===== src/rtl/pipeline_hazard_ctrl.sv =====
// Stall/flush/forward controller for the 5-stage RV32 pipeline.
// A small FSM sequences multi-cycle MUL/DIV occupancy of E and dmem wait states in M.
module pipeline_hazard_ctrl #(
  parameter int MULDIV_LAT  = 4,
  parameter int MEM_TIMEOUT = 255,
  parameter int CNT_WIDTH   = 32
) (
  input  logic                 clk,
  input  logic                 rst,
  input  logic [4:0]           Rs1D,
  input  logic [4:0]           Rs2D,
  input  logic [4:0]           Rs1E,
  input  logic [4:0]           Rs2E,
  input  logic [4:0]           RdE,
  input  logic [4:0]           RdM,
  input  logic [4:0]           RdW,
  input  logic                 RegWriteM,
  input  logic                 RegWriteW,
  input  logic [1:0]           ResultSrcE,
  input  logic                 PCSrcE,
  input  logic                 MulDivE,
  input  logic                 MemReqM,
  input  logic                 MemReadyM,
  output logic                 StallF,
  output logic                 StallD,
  output logic                 StallE,
  output logic                 StallM,
  output logic                 FlushD,
  output logic                 FlushE,
  output logic                 FlushM,
  output logic                 FlushW,
  output logic [1:0]           ForwardAE,
  output logic [1:0]           ForwardBE,
  output logic                 MemTimeout,
  output logic [CNT_WIDTH-1:0] StallCount
);

  localparam int MDW     = (MULDIV_LAT > 2) ? $clog2(MULDIV_LAT - 1) : 1;
  localparam int WW      = $clog2(MEM_TIMEOUT + 1);
  localparam int MD_INIT = (MULDIV_LAT > 1) ? MULDIV_LAT - 2 : 0;

  typedef enum logic [1:0] {RUN, MD_BUSY, MEM_WAIT} state_t;

  state_t         state, stateNext;
  logic [MDW-1:0] mdCnt, mdCntNext;
  logic [WW-1:0]  waitCnt, waitCntNext;
  logic           memStall, mdStall, memAbort, lwStall;

  always_ff @(posedge clk) begin
    if (rst) begin
      state   <= RUN;
      mdCnt   <= '0;
      waitCnt <= '0;
    end else begin
      state   <= stateNext;
      mdCnt   <= mdCntNext;
      waitCnt <= waitCntNext;
    end
  end

  always_comb begin
    stateNext   = state;
    mdCntNext   = mdCnt;
    waitCntNext = waitCnt;
    memStall    = 1'b0;
    mdStall     = 1'b0;
    memAbort    = 1'b0;
    case (state)
      RUN: begin
        if (MemReqM && !MemReadyM) begin
          memStall    = 1'b1;
          waitCntNext = WW'(1);
          stateNext   = MEM_WAIT;
        end else if (MulDivE && (MULDIV_LAT > 1)) begin
          mdStall   = 1'b1;
          mdCntNext = MDW'(MD_INIT);
          stateNext = MD_BUSY;
        end
      end
      // M only holds bubbles here, so the dmem handshake is not looked at.
      MD_BUSY: begin
        if (mdCnt != '0) begin
          mdStall   = 1'b1;
          mdCntNext = mdCnt - 1'b1;
        end else begin
          stateNext = RUN;
        end
      end
      MEM_WAIT: begin
        if (MemReadyM) begin
          stateNext = RUN;
        end else if (waitCnt == WW'(MEM_TIMEOUT)) begin
          memAbort  = 1'b1;
          stateNext = RUN;
        end else begin
          memStall    = 1'b1;
          waitCntNext = waitCnt + 1'b1;
        end
      end
      default: stateNext = RUN;
    endcase
  end

  // Load-use only matters once the FSM lets the pipe move.
  assign lwStall = !memStall && !mdStall && (ResultSrcE == 2'b01) && (RdE != 5'd0) &&
                   ((RdE == Rs1D) || (RdE == Rs2D));

  always_comb begin
    StallF     = 1'b0;
    StallD     = 1'b0;
    StallE     = 1'b0;
    StallM     = 1'b0;
    FlushD     = 1'b0;
    FlushE     = 1'b0;
    FlushM     = 1'b0;
    FlushW     = 1'b0;
    MemTimeout = 1'b0;
    ForwardAE  = 2'b00;
    ForwardBE  = 2'b00;
    if (!rst) begin
      StallF     = memStall | mdStall | lwStall;
      StallD     = memStall | mdStall | lwStall;
      StallE     = memStall | mdStall;
      StallM     = memStall;
      FlushD     = PCSrcE && !StallE;
      FlushE     = (PCSrcE || lwStall) && !StallE;
      FlushM     = mdStall | memAbort;
      FlushW     = memStall;
      MemTimeout = memAbort;
      if (RegWriteM && (RdM != 5'd0) && (RdM == Rs1E))      ForwardAE = 2'b10;
      else if (RegWriteW && (RdW != 5'd0) && (RdW == Rs1E)) ForwardAE = 2'b01;
      if (RegWriteM && (RdM != 5'd0) && (RdM == Rs2E))      ForwardBE = 2'b10;
      else if (RegWriteW && (RdW != 5'd0) && (RdW == Rs2E)) ForwardBE = 2'b01;
    end
  end

  always_ff @(posedge clk) begin
    if (rst)                         StallCount <= '0;
    else if (StallF && ~&StallCount) StallCount <= StallCount + 1'b1;
  end

endmodule


===== config.mk =====
export PLATFORM = sky130hd
export DESIGN_NAME = pipeline_hazard_ctrl
export DESIGN_NICKNAME = d
export VERILOG_FILES = /design/src/rtl/pipeline_hazard_ctrl.sv
export SDC_FILE = /design/constraint.sdc
export NUM_CORES = 1
export LEC_CHECK = 0
export BUFFER_PORTS_ARGS = -buffer_cell sky130_fd_sc_hd__buf_4
export CAP_MARGIN = 20
export CORE_ASPECT_RATIO = 1.75
export CORE_MARGIN = 1.5
export CORE_UTILIZATION = 51
export DETAILED_ROUTE_END_ITERATION = 7
export GPL_TIMING_DRIVEN = 0
export PLACE_DENSITY = 0.81
export REMOVE_ABC_BUFFERS = 1
export SLEW_MARGIN = 20
export SYNTH_ARGS = -nofsm -noshare
export SYNTH_HDL_FRONTEND = slang
export SYNTH_SLANG_ARGS = --single-unit
export TNS_END_PERCENT = 20

===== constraint.sdc =====
create_clock -name clk -period 2.65 [get_ports clk]
set_input_delay 0.53 -clock clk [delete_from_list [all_inputs] [get_ports clk]]
set_output_delay 0.53 -clock clk [all_outputs]
set_load 0.01 [all_outputs]

==> impl_metrics.yaml <==
run_status:
  status: "complete, but fails checks"
  violations: "DRC"
synthesis:
  synth-xor-area-share_pct: 11.0
  synth_cells: 332
  yosysSeqAreaShare_pct: 32.5
  syn_avg_cell_area_um2: 8.17
  synth.area.mux_share_pct: 1.98
  netlist.area_leader.share_pct: 32.5
  synth_flop_cell: "dfxtp_1"
  yosysTopAreaCell: "dfxtp_1"
  synth-simple-area-share_pct: 30.5
  synthArstFlopShare_pct: 0
  synth_top_family_by_area: "simple AND/OR/NAND/NOR gates"
  syn-cell-area_um2: 2710
  synth_warnings: 0
  synth_compound_area_share_pct: 17.9
  synth-edff-count: 0
  yosys-top-cells-area: "dfxtp_1 32%, xor2_1 7.7%, or4_1 6.1%"
  synthAdderAreaFrac_pct: 1.38
  yosysUniqueCellTypes: 51
  synth-seq-cells: 44
power:
  p_per_area_nw_per_um2: 417
  p_total_mw: 1.51
  cellLeakagePower_nw: 1.42
  ir_drop_v: 0.000264
sta:
  whs_ns: 0.470
  drv_slew: 0
  tightest_slew_ns: 0.540
  min_period_ns: 2.55
  post-route-period-util_pct: 96.3
  setup_viol: 0
  fin_skew_ns: 0.0106
  hold_violations: 0
  fmax_mhz: 392
  rsz0062_at_grt: "no"
  slew_headroom_pct: 64.0
  setup_slack_ns: 0.0983
routing:
  routed_wl_um: 7280
  wl_per_cell_um: 15.4
  drc: 4
  viasPerCell: 6.13
  dr.pass1.iters: 8
  via_count: 2895
  antenna_left: 0
  drt_iter0_drc: 112
clock_network:
  clock-root-buffer: "clkbuf_8"
  cts_tree: "built"
  clkSinkCount: 44
  clk_path_buf_depth: 2
  clk_pin_slew_worst_paths_ns: 0.08
  htree_levels: 2
  clk_latency_ns: 0.30
  numCtsBuffers: 5
die:
  die_y_um: 99.5
  coreArea_um2: 5210
  num_rows: 35
  die_area_um2: 5780
  die_w_um: 58.1
  io_pins: 90
  start_util_pct: 52.1
critical_path:
  cp_common_cell: "buf_4"
  reg2reg_from: "state[0]$_SDFFE_PP0P_"
  cp-start-kind: "primary input"
  end_kind: "primary output"
  crit_type: "primary input to primary output"
  worst-path-max-fanout: 23
  slowest_stage: "or4b_4"
  critPathTopFamily: "simple AND/OR/NAND/NOR gates"
  critPathLaunch: "MemReqM"
  crit_chain: "buf_4, nor2b_1, or4b_4, a31oi_4, o21ba_4, buf_12, inv_4, buf_4"
  arrival_ns: 2.02
  cp.required_ns: 2.12
  max_stage_delay_ns: 0.49
  r2r_setup_slack_ns: 0.22
  critPathBufInv: 4
global_routing:
  grt_pass1_vias: 2768
  grt_overflow_total: 0
  grt_antenna_before_repair: 0
  grt_max_degree: 41
  grt_first_pass_wirelength_um: 12000
  grt.total_usage_pct: 25.9
finish:
  drive_gt1_share_pct: 28.5
  final_cell_mix: "92 x buf_4, 42 x dfxtp_1, 27 x a21oi_1, 24 x xor2_1, 22 x or4_1"
  num-nets-final: 464
  mostFrequentLayoutCell: "buf_4"
  area_delta_synth_final_pct: 33.4
  seq_area_um2: 883
  finalInstanceArea_um2: 3620
  fillers: 418
  antenna_cells: 0
  multi_input_area_um2: 1750
place:
  post-place-ws_ns: -0.161
  dp_hpwl_um: 5200
  placed_area_um2: 3390
  portBuffers: 89
  gp_congestion: 0.811
min_path:
  min_from: "waitCnt[0]$_SDFFE_PP0P_"
  hold_class: "flop to flop"
run:
  cap_violations: 0
[synthesized netlist by cell type (9+ instances only)]
library cell	count
xor2_1	24
xnor2_1	10
nand4_1	14
nor2_1	20
nand3_1	14
and3_1	10
o31ai_1	17
or4_1	22
a21oi_1	27
nand2_1	21
o21ai_0	10
dfxtp_1	44
clkbuf_1	9
[layout make-up]
cell class | instances | area share (%)
multi-input combinational | 261 | 48.2
tap | 55 | 1.90
clock buffer | 7 | 2.66
sequential | 44 | 24.4
inverter | 9 | 1.11
timing repair buffer | 95 | 20.9
clock inverter | 1 | 0.830
[state kept, by name (all words and copies together) (netlist names)]
signal	count
StallCount	32
waitCnt	8
mdCnt	2
state	2
[what timing repair did]
item                       in CTS  in global routing
resized for setup               6                  9
setup endpoints to repair       7                  6
pin swaps                       1                  0
hold buffers                    0                  0
cloned                          1                  0
setup buffers                   2                  1
[logic make-up (layout without fill, tap and decap cells)]
family	count (synthesis)	count (layout)
AND/OR/NAND/NOR	144	144
XOR/XNOR	34	34
adder cells (fa/ha/maj)	3	3
AO/OA/AOI/OAI	75	75
buffers and inverters	27	112
multiplexers	5	5
flip-flops	44	44
[metal layers]
metal	global-route usage, %	up-vias	routed length (um)
li1	-	1420	-
met1	25.4	1387	2630
met2	50.5	78	4190
met3	5.33	10	326
met4	9.66	0	122
met5	0	-	0
[report_power, final]
part / switching (mW) / internal (mW) / leakage (nW)
Combinational: 0.133 / 0.134 / 0.996
Clock: 0.231 / 0.333 / 0.0645
Sequential: 0.00996 / 0.669 / 0.356
Total: 0.373 / 1.14 / 1.42
[path summary, 6_finish.rpt]
check	to	cells after the start
worst min-delay path	waitCnt[0]$_SDFFE_PP0P_	1
worst max-delay path	StallF	8
worst max register to register	StallCount[5]$_SDFFE_PP0P_	7
worst min register to register	waitCnt[0]$_SDFFE_PP0P_	1
[through the flow]
step | TNS (ns) | cells | utilization, %
2_1_floorplan | -3.25 | 314 | -
3_3_place_gp | -20.35 | 458 | 64.4
3_5_place_dp | -0.713 | 460 | 65.0
4_1_cts | 0 | 471 | 68.9
5_1_grt | 0 | 472 | 69.4
6_report | 0 | 472 | 69.4
No activity file was read; power rests on OpenSTA's default activity.
